[config.mk]
export PLATFORM = sky130hd
export DESIGN_NAME = axi_burst_master
export DESIGN_NICKNAME = d
export VERILOG_FILES = /design/src/rtl/axi_pkg.sv /design/src/rtl/axi_beat_counter.sv /design/src/rtl/axi_burst_master.sv
export SDC_FILE = /design/constraint.sdc
export NUM_CORES = 1
export LEC_CHECK = 0
export BUFFER_PORTS_ARGS = -buffer_cell sky130_fd_sc_hd__buf_2
export CORE_AREA = 2 2 145 147
export DETAILED_ROUTE_END_ITERATION = 8
export DIE_AREA = 0 0 147 149
export GPL_TIMING_DRIVEN = 0
export PLACE_DENSITY = 0.6
export SYNTH_ARGS = -nofsm -noshare
export SYNTH_HDL_FRONTEND = slang
export SYNTH_SLANG_ARGS = --single-unit
[constraint.sdc]
create_clock -name aclk -period 1.49 [get_ports aclk]
set_clock_uncertainty 0.1 [all_clocks]
set_input_delay 0.149 -clock aclk [delete_from_list [all_inputs] [get_ports aclk]]
set_output_delay 0.149 -clock aclk [all_outputs]
set_load 0.01 [all_outputs]
[src/rtl/axi_pkg.sv]
// Shared AXI4 constants, size encoding and FSM state types
// for the CPU memory-side burst master.
package axi_pkg;

  localparam logic [1:0] BURST_INCR  = 2'b01;

  localparam logic [1:0] RESP_OKAY   = 2'b00;
  localparam logic [1:0] RESP_EXOKAY = 2'b01;
  localparam logic [1:0] RESP_SLVERR = 2'b10;
  localparam logic [1:0] RESP_DECERR = 2'b11;

  typedef enum logic [1:0] {
    R_IDLE,
    R_ADDR,
    R_DATA
  } rd_state_e;

  typedef enum logic [1:0] {
    W_IDLE,
    W_XFER,
    W_RESP
  } wr_state_e;

  // AXI size field: log2 of the beat width in bytes
  function automatic logic [2:0] size_log2(input int unsigned bytes);
    logic [2:0] r;
    r = '0;
    for (int i = 0; i < 8; i++) begin
      if (bytes == (32'd1 << i)) r = 3'(i);
    end
    return r;
  endfunction

endpackage

[src/rtl/axi_beat_counter.sv]
// Per-channel beat counter: loads burst length, steps on
// each data handshake and flags the final beat.
module axi_beat_counter (
  input  logic       aclk,
  input  logic       aresetn,
  input  logic       clr,
  input  logic       step,
  input  logic [7:0] len,
  output logic       is_last
);

  logic [7:0] cnt_q;
  logic [7:0] len_q;

  // load on request accept, advance on each beat
  always_ff @(posedge aclk) begin
    if (!aresetn) begin
      cnt_q <= '0;
      len_q <= '0;
    end else if (clr) begin
      cnt_q <= '0;
      len_q <= len;
    end else if (step) begin
      cnt_q <= cnt_q + 8'd1;
    end
  end

  assign is_last = (cnt_q == len_q);

endmodule

[src/rtl/axi_burst_master.sv]
// AXI4 INCR burst master with independent read and write
// engines between the LSU/cache and the crossbar.
module axi_burst_master
  import axi_pkg::*;
#(
  parameter int ADDR_W = 32,
  parameter int DATA_W = 32,
  parameter int ID_W   = 4,
  parameter int RD_ID  = 0,
  parameter int WR_ID  = 1
) (
  input  logic                aclk,
  input  logic                aresetn,
  input  logic                rd_req_valid,
  output logic                rd_req_ready,
  input  logic [ADDR_W-1:0]   rd_req_addr,
  input  logic [7:0]          rd_req_len,
  input  logic [2:0]          rd_req_size,
  output logic                rd_beat_valid,
  input  logic                rd_beat_ready,
  output logic [DATA_W-1:0]   rd_beat_data,
  output logic                rd_beat_last,
  output logic                rd_beat_err,
  input  logic                wr_req_valid,
  output logic                wr_req_ready,
  input  logic [ADDR_W-1:0]   wr_req_addr,
  input  logic [7:0]          wr_req_len,
  input  logic [2:0]          wr_req_size,
  input  logic                wr_beat_valid,
  output logic                wr_beat_ready,
  input  logic [DATA_W-1:0]   wr_beat_data,
  input  logic [DATA_W/8-1:0] wr_beat_strb,
  output logic                wr_done,
  output logic                wr_err,
  output logic [ID_W-1:0]     m_arid,
  output logic [ADDR_W-1:0]   m_araddr,
  output logic [7:0]          m_arlen,
  output logic [2:0]          m_arsize,
  output logic [1:0]          m_arburst,
  output logic                m_arlock,
  output logic [3:0]          m_arcache,
  output logic [2:0]          m_arprot,
  output logic                m_arvalid,
  input  logic                m_arready,
  input  logic [ID_W-1:0]     m_rid,
  input  logic [DATA_W-1:0]   m_rdata,
  input  logic [1:0]          m_rresp,
  input  logic                m_rlast,
  input  logic                m_rvalid,
  output logic                m_rready,
  output logic [ID_W-1:0]     m_awid,
  output logic [ADDR_W-1:0]   m_awaddr,
  output logic [7:0]          m_awlen,
  output logic [2:0]          m_awsize,
  output logic [1:0]          m_awburst,
  output logic                m_awlock,
  output logic [3:0]          m_awcache,
  output logic [2:0]          m_awprot,
  output logic                m_awvalid,
  input  logic                m_awready,
  output logic [ID_W-1:0]     m_wid,
  output logic [DATA_W-1:0]   m_wdata,
  output logic [DATA_W/8-1:0] m_wstrb,
  output logic                m_wlast,
  output logic                m_wvalid,
  input  logic                m_wready,
  input  logic [ID_W-1:0]     m_bid,
  input  logic [1:0]          m_bresp,
  input  logic                m_bvalid,
  output logic                m_bready
);

  rd_state_e           r_state, r_state_d;
  wr_state_e           w_state, w_state_d;
  logic [ADDR_W-1:0]   ar_addr_q, aw_addr_q;
  logic [7:0]          ar_len_q, aw_len_q;
  logic [2:0]          ar_size_q, aw_size_q;
  logic                aw_done_q, w_done_q;
  logic                r_accept, w_accept;
  logic                r_hs, w_hs, aw_hs;
  logic                r_is_last, w_is_last;
  logic                unused_ok;

  assign r_accept = rd_req_valid & rd_req_ready;
  assign w_accept = wr_req_valid & wr_req_ready;
  assign r_hs     = m_rvalid & m_rready;
  assign w_hs     = m_wvalid & m_wready;
  assign aw_hs    = m_awvalid & m_awready;

  assign m_arid    = ID_W'(RD_ID);
  assign m_araddr  = ar_addr_q;
  assign m_arlen   = ar_len_q;
  assign m_arsize  = ar_size_q;
  assign m_arburst = BURST_INCR;
  assign m_arlock  = 1'b0;
  assign m_arcache = 4'b0000;
  assign m_arprot  = 3'b000;

  assign m_awid    = ID_W'(WR_ID);
  assign m_wid     = ID_W'(WR_ID);
  assign m_awaddr  = aw_addr_q;
  assign m_awlen   = aw_len_q;
  assign m_awsize  = aw_size_q;
  assign m_awburst = BURST_INCR;
  assign m_awlock  = 1'b0;
  assign m_awcache = 4'b0000;
  assign m_awprot  = 3'b000;

  assign rd_beat_data = m_rdata;
  assign rd_beat_last = m_rlast;
  assign m_wdata      = wr_beat_data;
  assign m_wstrb      = wr_beat_strb;

  // IDs are fixed per channel; low resp bits carry no error info
  assign unused_ok = ^{m_rid, m_bid, m_rresp[0], m_bresp[0]};

  axi_beat_counter u_rd_cnt (
    .aclk    (aclk),
    .aresetn (aresetn),
    .clr     (r_accept),
    .step    (r_hs),
    .len     (rd_req_len),
    .is_last (r_is_last)
  );

  axi_beat_counter u_wr_cnt (
    .aclk    (aclk),
    .aresetn (aresetn),
    .clr     (w_accept),
    .step    (w_hs),
    .len     (wr_req_len),
    .is_last (w_is_last)
  );

  // read state and latched AR payload
  always_ff @(posedge aclk) begin
    if (!aresetn) begin
      r_state   <= R_IDLE;
      ar_addr_q <= '0;
      ar_len_q  <= '0;
      ar_size_q <= '0;
    end else begin
      r_state <= r_state_d;
      if (r_accept) begin
        ar_addr_q <= rd_req_addr;
        ar_len_q  <= rd_req_len;
        ar_size_q <= rd_req_size;
      end
    end
  end

  // read next-state, AR valid and R pass-through gating
  always_comb begin
    r_state_d     = r_state;
    rd_req_ready  = 1'b0;
    m_arvalid     = 1'b0;
    m_rready      = 1'b0;
    rd_beat_valid = 1'b0;
    rd_beat_err   = 1'b0;
    unique case (r_state)
      R_IDLE: begin
        rd_req_ready = aresetn;
        if (rd_req_valid && aresetn) r_state_d = R_ADDR;
      end
      R_ADDR: begin
        m_arvalid = 1'b1;
        if (m_arready) r_state_d = R_DATA;
      end
      R_DATA: begin
        m_rready      = rd_beat_ready;
        rd_beat_valid = m_rvalid;
        rd_beat_err   = m_rvalid &
                        (m_rresp[1] | (m_rlast ^ r_is_last));
        if (r_hs && r_is_last) r_state_d = R_IDLE;
      end
      default: r_state_d = R_IDLE;
    endcase
  end

  // write state, latched AW payload and completion flags
  always_ff @(posedge aclk) begin
    if (!aresetn) begin
      w_state   <= W_IDLE;
      aw_addr_q <= '0;
      aw_len_q  <= '0;
      aw_size_q <= '0;
      aw_done_q <= 1'b0;
      w_done_q  <= 1'b0;
    end else begin
      w_state <= w_state_d;
      if (w_accept) begin
        aw_addr_q <= wr_req_addr;
        aw_len_q  <= wr_req_len;
        aw_size_q <= wr_req_size;
        aw_done_q <= 1'b0;
        w_done_q  <= 1'b0;
      end else begin
        if (aw_hs) aw_done_q <= 1'b1;
        if (w_hs && w_is_last) w_done_q <= 1'b1;
      end
    end
  end

  // write next-state; AW and W run concurrently in W_XFER
  always_comb begin
    w_state_d     = w_state;
    wr_req_ready  = 1'b0;
    m_awvalid     = 1'b0;
    m_wvalid      = 1'b0;
    m_wlast       = 1'b0;
    wr_beat_ready = 1'b0;
    m_bready      = 1'b0;
    wr_done       = 1'b0;
    wr_err        = 1'b0;
    unique case (w_state)
      W_IDLE: begin
        wr_req_ready = aresetn;
        if (wr_req_valid && aresetn) w_state_d = W_XFER;
      end
      W_XFER: begin
        m_awvalid     = ~aw_done_q;
        m_wvalid      = wr_beat_valid & ~w_done_q;
        wr_beat_ready = m_wready & ~w_done_q;
        m_wlast       = w_is_last;
        if ((aw_done_q || m_awready) &&
            (w_done_q || (w_hs && w_is_last)))
          w_state_d = W_RESP;
      end
      W_RESP: begin
        m_bready = 1'b1;
        if (m_bvalid) begin
          wr_done   = 1'b1;
          wr_err    = m_bresp[1];
          w_state_d = W_IDLE;
        end
      end
      default: w_state_d = W_IDLE;
    endcase
  end

endmodule

* Word level (Yosys, flattened, before mapping)
Index checks and enable logic that the tools add are counted.
** Storage, ports and cells
- Register bits :: 108
- Bits in latches :: 0
- RAM bits :: 0
- Memory bits (read-only) :: 0
- Bits of input ports :: 178
- Output and inout port bits :: 200
- Word-level logic and storage cells :: 75
- Memories :: 0
** Operators by class
- Add/sub/neg operators :: 2
- Multipliers :: 0
- Div/mod/pow operators :: 0
- Magnitude comparators :: 0
- Equal/unequal tests :: 12
- Shifts and indexed selects :: 0
- Mux-type cells :: 23
- Bitwise logic cells :: 13
- Reduce and logical (&&, ||, !) cells :: 13
** Operators with widths (number)
- adder 8 x 1 -> 8 bit, second input constant :: 2
- == test 8 bit :: 2
- 2-to-1 mux 1 bit :: 15
- 2-to-1 mux 2 bit :: 6
- inequality test 2 bit, second input constant :: 6
- one-hot mux 2 bit (3 select lines) :: 2
- bitwise AND 1 bit :: 8
- AND reduction 3 bit :: 2
- logical AND 1 bit :: 5
- == test 2 x 1 -> 1 bit, second input constant :: 2
- == test 2 bit, second input constant :: 2
- zero test 2 bit :: 2
- OR reduction 2 bit :: 2
- NOT 1 bit :: 3
- logical OR 1 bit :: 2
- bitwise OR 1 bit :: 1
- XOR 1 bit :: 1

* Longest topological paths before layout
Gate-level depths: netlist (run 1).
- Word-level depth :: 9
- Depth in mapped cells :: 7
- Depth with buffers taken out :: 4

* Cells and area by module
A second synthesis (run 1) with hierarchy kept.
** Unflattened totals
- Cells, all modules :: 674
- Area, all modules :: 5604.1 sq um
** Modules (own cells, without submodules)
- axi_burst_master :: times used 1, cells an instance 524, area each 4147.7 sq um, seq. area each 1841.8 sq um
- axi_beat_counter :: times used 2, cells an instance 75, area each 728.2 sq um, seq. area each 320.3 sq um

* Least setup slack after synthesis (run 1)
Ideal clock, no wire load.
- Kind :: flip-flop to flip-flop
- Start point :: register w_state[0]
- End point :: register w_state[0]
- Setup time :: 120 ps
- Arrival time :: 1380 ps
- Data required time :: 1270 ps
- Setup slack :: -110 ps
- Stages on the path, launching flop included :: 8
- Path buffers :: 3
- Clock period less this slack :: 1600 ps
- Path through :: dfxtp_1 > buf_6 > nor4bb_1 > buf_4 > and2_1 > buf_4 > a31oi_1 > o31a_1
** On the way
- Word-level cells in the longest chain between the ends :: 8
- Elaborated cells between the ends (all ways) :: 13
- Classes of those cells :: 5 x eq/ne; 2 x mux; 1 x bitwise; 5 x reduce/logical
** Ends and longest elaborated chain
- start, declared :: RTL line axi_burst_master.sv:74 : wr_state_e w_state, w_state_d;
- start signal, assigned :: RTL line axi_burst_master.sv:190 : w_state <= w_state_d;
- == test 2 x 1 -> 1 bit :: RTL line axi_burst_master.sv:215 : unique case (w_state)
- 2-to-1 mux 1 bit :: RTL line axi_burst_master.sv:215
- via m_wvalid :: RTL line axi_burst_master.sv:65 : output logic m_wvalid,
- bitwise AND 1 bit :: RTL line axi_burst_master.sv:87 : assign w_hs = m_wvalid & m_wready;
- logical AND 1 bit :: RTL line axi_burst_master.sv:226 : (w_done_q || (w_hs && w_is_last)))
- logical OR 1 bit :: RTL line axi_burst_master.sv:226
- logical AND 1 bit :: RTL line axi_burst_master.sv:225 : if ((aw_done_q || m_awready) &&
- inequality test 2 bit (no line)
- AND reduction 3 bit (no line)
The timed path passes the listed nets, and every way through them passes these cells.
A chain may end at the register's enable or synchronous reset.

* Final worst setup path (run 1)
- Start point :: register u_rd_cnt.cnt_q[6]
- End point :: output port rd_beat_err
** On the way
- Word-level cells in the longest chain between the ends :: 5
** Ends and longest elaborated chain
- start, declared :: RTL line axi_beat_counter.sv:12 : logic [7:0] cnt_q;
- start signal, assigned :: RTL line axi_beat_counter.sv:24 : cnt_q <= cnt_q + 8'd1;
- == test 8 bit :: RTL line axi_beat_counter.sv:28 : assign is_last = (cnt_q == len_q);
- XOR 1 bit :: RTL line axi_burst_master.sv:173 : (m_rresp[1] | (m_rlast ^ r_is_last));
- bitwise OR 1 bit :: RTL line axi_burst_master.sv:173
- bitwise AND 1 bit :: RTL line axi_burst_master.sv:172 : rd_beat_err = m_rvalid &
- 2-to-1 mux 1 bit :: RTL line axi_burst_master.sv:160 : unique case (r_state)
- end, declared :: RTL line axi_burst_master.sv:23 : output logic rd_beat_err,
Every way passes these cells.

==> impl_metrics.yaml, run 1 <==
run_status:
  outcome: "complete, but fails checks"
  violations: "setup timing"
sta:
  fin_crit_sh_pct: 127
  slew_headroom_pct: 55.5
  rsz0062_at_grt: "yes"
  slew_viol_final: 0
  worst_pin_slew_ns: 0.667
  setup_tns_ns: -6.23
  period_minus_slack_ns: 1.89
  setup_viol: 89
  hold_viol: 0
  max_freq_mhz: 529
  final.setup.worst_slack_ns: -0.401
routing:
  avgRoutedWirePerCell_um: 14.0
  wl_um: 19000
  ant_nets: 0
  vias: 5721
  drt-initial-drc-count: 135
  drt-vias-per-instance: 4.22
  drc_errors: 0
  firstDrtPassIters: 4
place:
  gp_congestion: 0.786
  hpwl_um: 11900
  port_buffers: 267
  dp_cells: 1198
  post-place-ws_ns: -0.446
layout:
  diodes: 0
  drive_gt1_share_pct: 59.9
  area.growth.synth_to_final_pct: 97.4
  fillers: 1914
  finalNetCount: 1256
  layout.cells.non_filler: 1356
  multi_input_area_um2: 2770
  final_cell_mix: "buf_2, buf_4, nand2_1, dlygate4sd3_1, dfxtp_1"
  layout_commonest_cell: "buf_2"
  regArea_um2: 2220
floorplan:
  die-area_um2: 21900
  die_w_um: 147
  rows: 53
  coreArea_um2: 20600
  io_pins: 378
  start_util_pct: 24.2
  die_h_um: 149
cts:
  htreeDepth: 3
  clk_path_buf_depth: 2
  clkTransAtPathRegs_ns: 0.07
  numCtsBuffers: 9
  root_buffer: "clkbuf_16"
  clock_sinks: 108
  cts_tree: "yes"
  clock_latency_ns: 0.35
setup_path:
  crit_type: "reg2out"
  critPathLaunchType: "register"
  critPathMaxStageDelay_ns: 0.34
  arrival_ns: 1.64
  path_max_fanout: 3
  end_kind: "output port"
  startpoint: "u_rd_cnt.cnt_q[6]"
  worstPathRequired_ns: 1.24
  rr_startpoint: "u_wr_cnt.len_q[5]"
  worst_path_max_delay_cell: "dfxtp_2"
  path_cells: "xnor2_1 > nand4_1 > o21a_1 > o31a_1 > buf_4"
pwr:
  p_per_area_nw_per_um2: 782
  power_mw: 7.68
  p_leak_nw: 4.75
  vdd_ir_drop_max_mv: 0.455
logic_synthesis:
  ys_seq_area_share_pct: 43.5
  synth_cells: 626
  ys_ff_latch: 108
  synth_top_cell_by_area: "dfxtp_1"
  synth_area_leaders: "dfxtp_1, buf_4, nand2_1"
  synth_ff_type: "dfxtp_1"
  synth_edf_count: 0
  yosysUniqueCellTypes: 39
  synthArstFlopShare_pct: 0
  syn-cell-area_um2: 4970
  synth_top_area_share_pct: 43.5
  yosys_warnings: 0
  syn_area_per_cell_um2: 7.94
grt:
  antenna_found_initial: 0
  grt-ovfl-total: 0
  grt_pass1_wl_um: 24400
  grt_pass1_vias: 5016
  grt_max_degree: 19
  grt.total_usage_pct: 13.9
flow_run:
  cap_violations: 0
min_path:
  min-delay-start: "wr_req_valid"
  min_path_type: "in2reg"
-- per-layer routing --
layer  wire length (µm)  track usage, %  vias to the layer above
met3               1020            2.97                       34
met4                442            5.00                        0
li1                   -               -                     2793
met2              10000            25.4                      210
met1               7530            15.9                     2684
met5                  0               0                        -
-- registers in the layout, summed over array words and instances, names as in the netlist --
name / flops
u_rd_cnt.cnt_q: 8
aw_done_q: 1
u_wr_cnt.cnt_q: 8
w_state: 2
w_done_q: 1
m_awaddr: 32
m_araddr: 32
u_rd_cnt.len_q: 8
m_arsize: 3
u_wr_cnt.len_q: 8
r_state: 2
m_awsize: 3
-- layout make-up --
cell class                      count  area share (%)
Timing Repair Buffer              411            31.0
Clock buffer                       10            2.43
Clock inverter                      6           0.714
Buffer                            132            11.3
Multi-Input combinational cell    409            28.3
Inverter                            5           0.191
Sequential cell                   108            22.6
Tap cell                          275            3.50
-- timing repair --
| item | CTS | global route |
|---|---|---|
| pin swaps | 14 | 111 |
| gates resized for setup | 98 | 283 |
| hold buffers | 88 | 0 |
| setup buffers | 15 | 28 |
| cloned | 0 | 15 |
| hold endpoints to repair | 88 | 0 |
| endpoints found under the setup margin | 114 | 114 |
-- kinds of logic (layout without fill, tap and decap cells) --
kind of cell             Yosys count  count (layout)  share of synthesized area [%]
AND/OR/NAND/NOR                  245             245                           21.3
XOR/XNOR                          28              28                           4.93
multiplexers                       1               1                          0.201
other                              2              32                          0.151
AO/OA/AOI/OAI                    101             101                           10.7
buffers and inverters            139             564                           18.7
flip-flops                       108             108                           43.5
adder cells (fa/ha/maj)            2               2                          0.503
-- report_power, final --
group	switching, mW	internal (mW)
combinational	0.915	1.11
clock	1.16	1.37
sequential	0.102	3.03
total	2.18	5.50
-- critical path: cells and delay by family (launching register included) --
kind | cells | cell delay, ns
xor+xnor | 1 | 0.18
simple gates | 1 | 0.18
compound gates | 2 | 0.45
buf+inv | 1 | 0.15
flops | 1 | 0.34
-- synth_stat cells (5+ instances only) --
master / instances
a21oi_1: 45
and2_1: 6
buf_2: 10
buf_4: 103
clkbuf_1: 20
dfxtp_1: 108
inv_1: 5
nand2_1: 181
nand4_1: 8
nor2_1: 23
nor3_1: 6
o21ai_0: 41
o21ai_1: 5
xnor2_1: 14
xor2_1: 14
-- path summary, 6_finish.rpt --
| kind | end | slack, ns | cells after the start |
|---|---|---|---|
| max | rd_beat_err | -0.40 | 5 |
| min | w_state[0] | 0.07 | 4 |
| max reg2reg | w_state[0] | -0.22 | 5 |
| min reg2reg | m_awaddr[10] | 0.35 | 2 |
-- stage by stage --
stage | hold WS (ns) | utilization (%) | instance area [µm²]
final | 0.0703 | 47.8 | 9820
after global placement | 0.243 | 32.9 | 6770
after CTS | 0.0560 | 41.0 | 8420
after global routing | 0.0882 | 47.8 | 9820
after detailed placement | 0.249 | 32.9 | 6770
after floorplan | 0.158 | - | 5080
No activity file was read; power rests on OpenSTA's default activity.
==> run 2: changes to the inputs <==
--- a/config.mk
+++ b/config.mk
@@ -6,9 +6,9 @@
 export NUM_CORES = 1
 export LEC_CHECK = 0
 export BUFFER_PORTS_ARGS = -buffer_cell sky130_fd_sc_hd__buf_2
-export CORE_AREA = 2 2 145 147
+export CORE_AREA = 3 3 146 148
 export DETAILED_ROUTE_END_ITERATION = 8
-export DIE_AREA = 0 0 147 149
+export DIE_AREA = 0 0 149 151
 export GPL_TIMING_DRIVEN = 0
 export PLACE_DENSITY = 0.6
 export SYNTH_ARGS = -nofsm -noshare
==> run 2 against run 1 <==
The flow still finishes with violations (setup timing). Highest routed layer unchanged. Hold slack better by 0.0012 ns. Design area decreased by 3.5%. Via count shrank 3.1%. Clock-buffer cell count did not move. Cell count fell by 1.2%. Critical path type unchanged. Clock power is 5% lower. Sequential share of layout area is 0.83 points higher.
==> impl_metrics.yaml, run 2 (synthesized netlist as in run 1, its figures left out) <==
min_path:
  min_path_type: "in2reg"
setup_path:
  critPathLaunchType: "register"
  crit_type: "reg2out"
  path_max_fanout: 3
  worstPathRequired_ns: 1.24
  arrival_ns: 1.63
  end_kind: "output port"
sta:
  rsz0062_at_grt: "yes"
  slew_viol_final: 0
  fin_hold_ws_ns: 0.0715
  max_freq_mhz: 532
  setup_tns_ns: -8.19
  final.setup.worst_slack_ns: -0.389
  setup_viol: 100
  slew_headroom_pct: 51.2
  worst_pin_slew_ns: 0.732
  period_minus_slack_ns: 1.88
  hold_viol: 0
  fin_crit_sh_pct: 126
floorplan:
  die-area_um2: 22500
  die_w_um: 149
  start_util_pct: 24.7
  rows: 52
  coreArea_um2: 20200
  io_pins: 378
  die_h_um: 151
place:
  gp_congestion: 0.758
  hpwl_um: 12700
  port_buffers: 267
  dp_cells: 1193
  post-place-ws_ns: -0.510
grt:
  grt_pass1_wl_um: 25700
  grt_pass1_vias: 5061
  antenna_found_initial: 0
  grt-ovfl-total: 0
  grt.total_usage_pct: 14.2
  grt_max_degree: 20
routing:
  wl_um: 18900
  drc_errors: 0
  drt-vias-per-instance: 4.14
  ant_nets: 0
  vias: 5543
  avgRoutedWirePerCell_um: 14.1
  drt-initial-drc-count: 213
  firstDrtPassIters: 4
pwr:
  p_leak_nw: 4.60
  p_per_area_nw_per_um2: 785
  vdd_ir_drop_max_mv: 0.593
layout:
  finalNetCount: 1245
  multi_input_area_um2: 2660
  layout.cells.non_filler: 1340
  drive_gt1_share_pct: 57.1
  area.growth.synth_to_final_pct: 90.4
  diodes: 0
  fillers: 1922
  layout_commonest_cell: "buf_2"
  final_util_pct: 46.9
  regArea_um2: 2220
  final_cell_mix: "buf_2, nand2_1, buf_4, dlygate4sd3_1, dfxtp_1"
cts:
  clk_path_buf_depth: 2
  clock_sinks: 108
  htreeDepth: 3
  root_buffer: "clkbuf_16"
  cts_tree: "yes"
  numCtsBuffers: 9
  clock_latency_ns: 0.35
  clkTransAtPathRegs_ns: 0.07
run_status:
  violations: "setup timing"
  outcome: "complete, but fails checks"
flow_run:
  cap_violations: 0
run 2: changes by cell type in the layout (fill, tap and decap cells not counted), sizes merged:
| cell | before | now |
|---|---|---|
| clkbuf | 34 | 35 |
| buf | 431 | 419 |
| clkinv | 3 | 2 |
| bufinv | 1 | 0 |
| inv | 7 | 9 |
run 2: where the power goes:
| group | internal (mW) | switching [mW] |
|---|---|---|
| combinational | 1.04 | 0.875 |
| clock | 1.22 | 1.18 |
| sequential | 3.03 | 0.0998 |
run 2: stage by stage:
stage	area, µm²	total power, mW
6_report	9470	7.44
5_1_grt	9470	7.79
4_1_cts	8340	7.16
3_5_place_dp	6760	4.41
3_3_place_gp	6760	4.40
2_1_floorplan	5080	3.88
run 2: worst paths after layout:
check	startpoint	end	slack, ns	cells past startpoint
min reg2reg	m_awaddr[13]	m_awaddr[13]	0.35	2
max	u_rd_cnt.len_q[0]	rd_beat_err	-0.39	5
min	rd_req_valid	m_araddr[25]	0.07	4
max reg2reg	u_rd_cnt.len_q[2]	r_state[1]	-0.25	8
run 2: routing by layer:
metal,vias to the layer above,track usage (%),routed length (µm)
met5,-,0,0
met4,0,3.94,280
met3,19,3.02,1010
met2,191,25.8,9930
met1,2562,17.0,7670
li1,2771,-,-
run 2: timing repair:
item / CTS / global route
hold buffers: 88 / 0
endpoints found under the hold margin: 88 / 0
setup buffers: 18 / 16
cloned: 1 / 12
gates resized for setup: 99 / 227
setup endpoints to repair: 114 / 106
pin swaps: 17 / 83
run 2: layout make-up:
type                       instances  share of cell area, %
timing repair buffer             400                   30.2
multi-input combinational        409                   28.1
sequential                       108                   23.5
buffer                           132                   11.4
tap                              270                   3.57
clock buffer                      10                   2.52
clock inverter                     6                  0.568
inverter                           5                  0.198
run 2: worst max-delay path, stage by stage, from the launching register on:
cell and delay, ns:
dfxtp_2 0.35, xnor2_2 0.16, nand4_1 0.19, o21a_1 0.22, o31a_1 0.24, buf_6 0.12
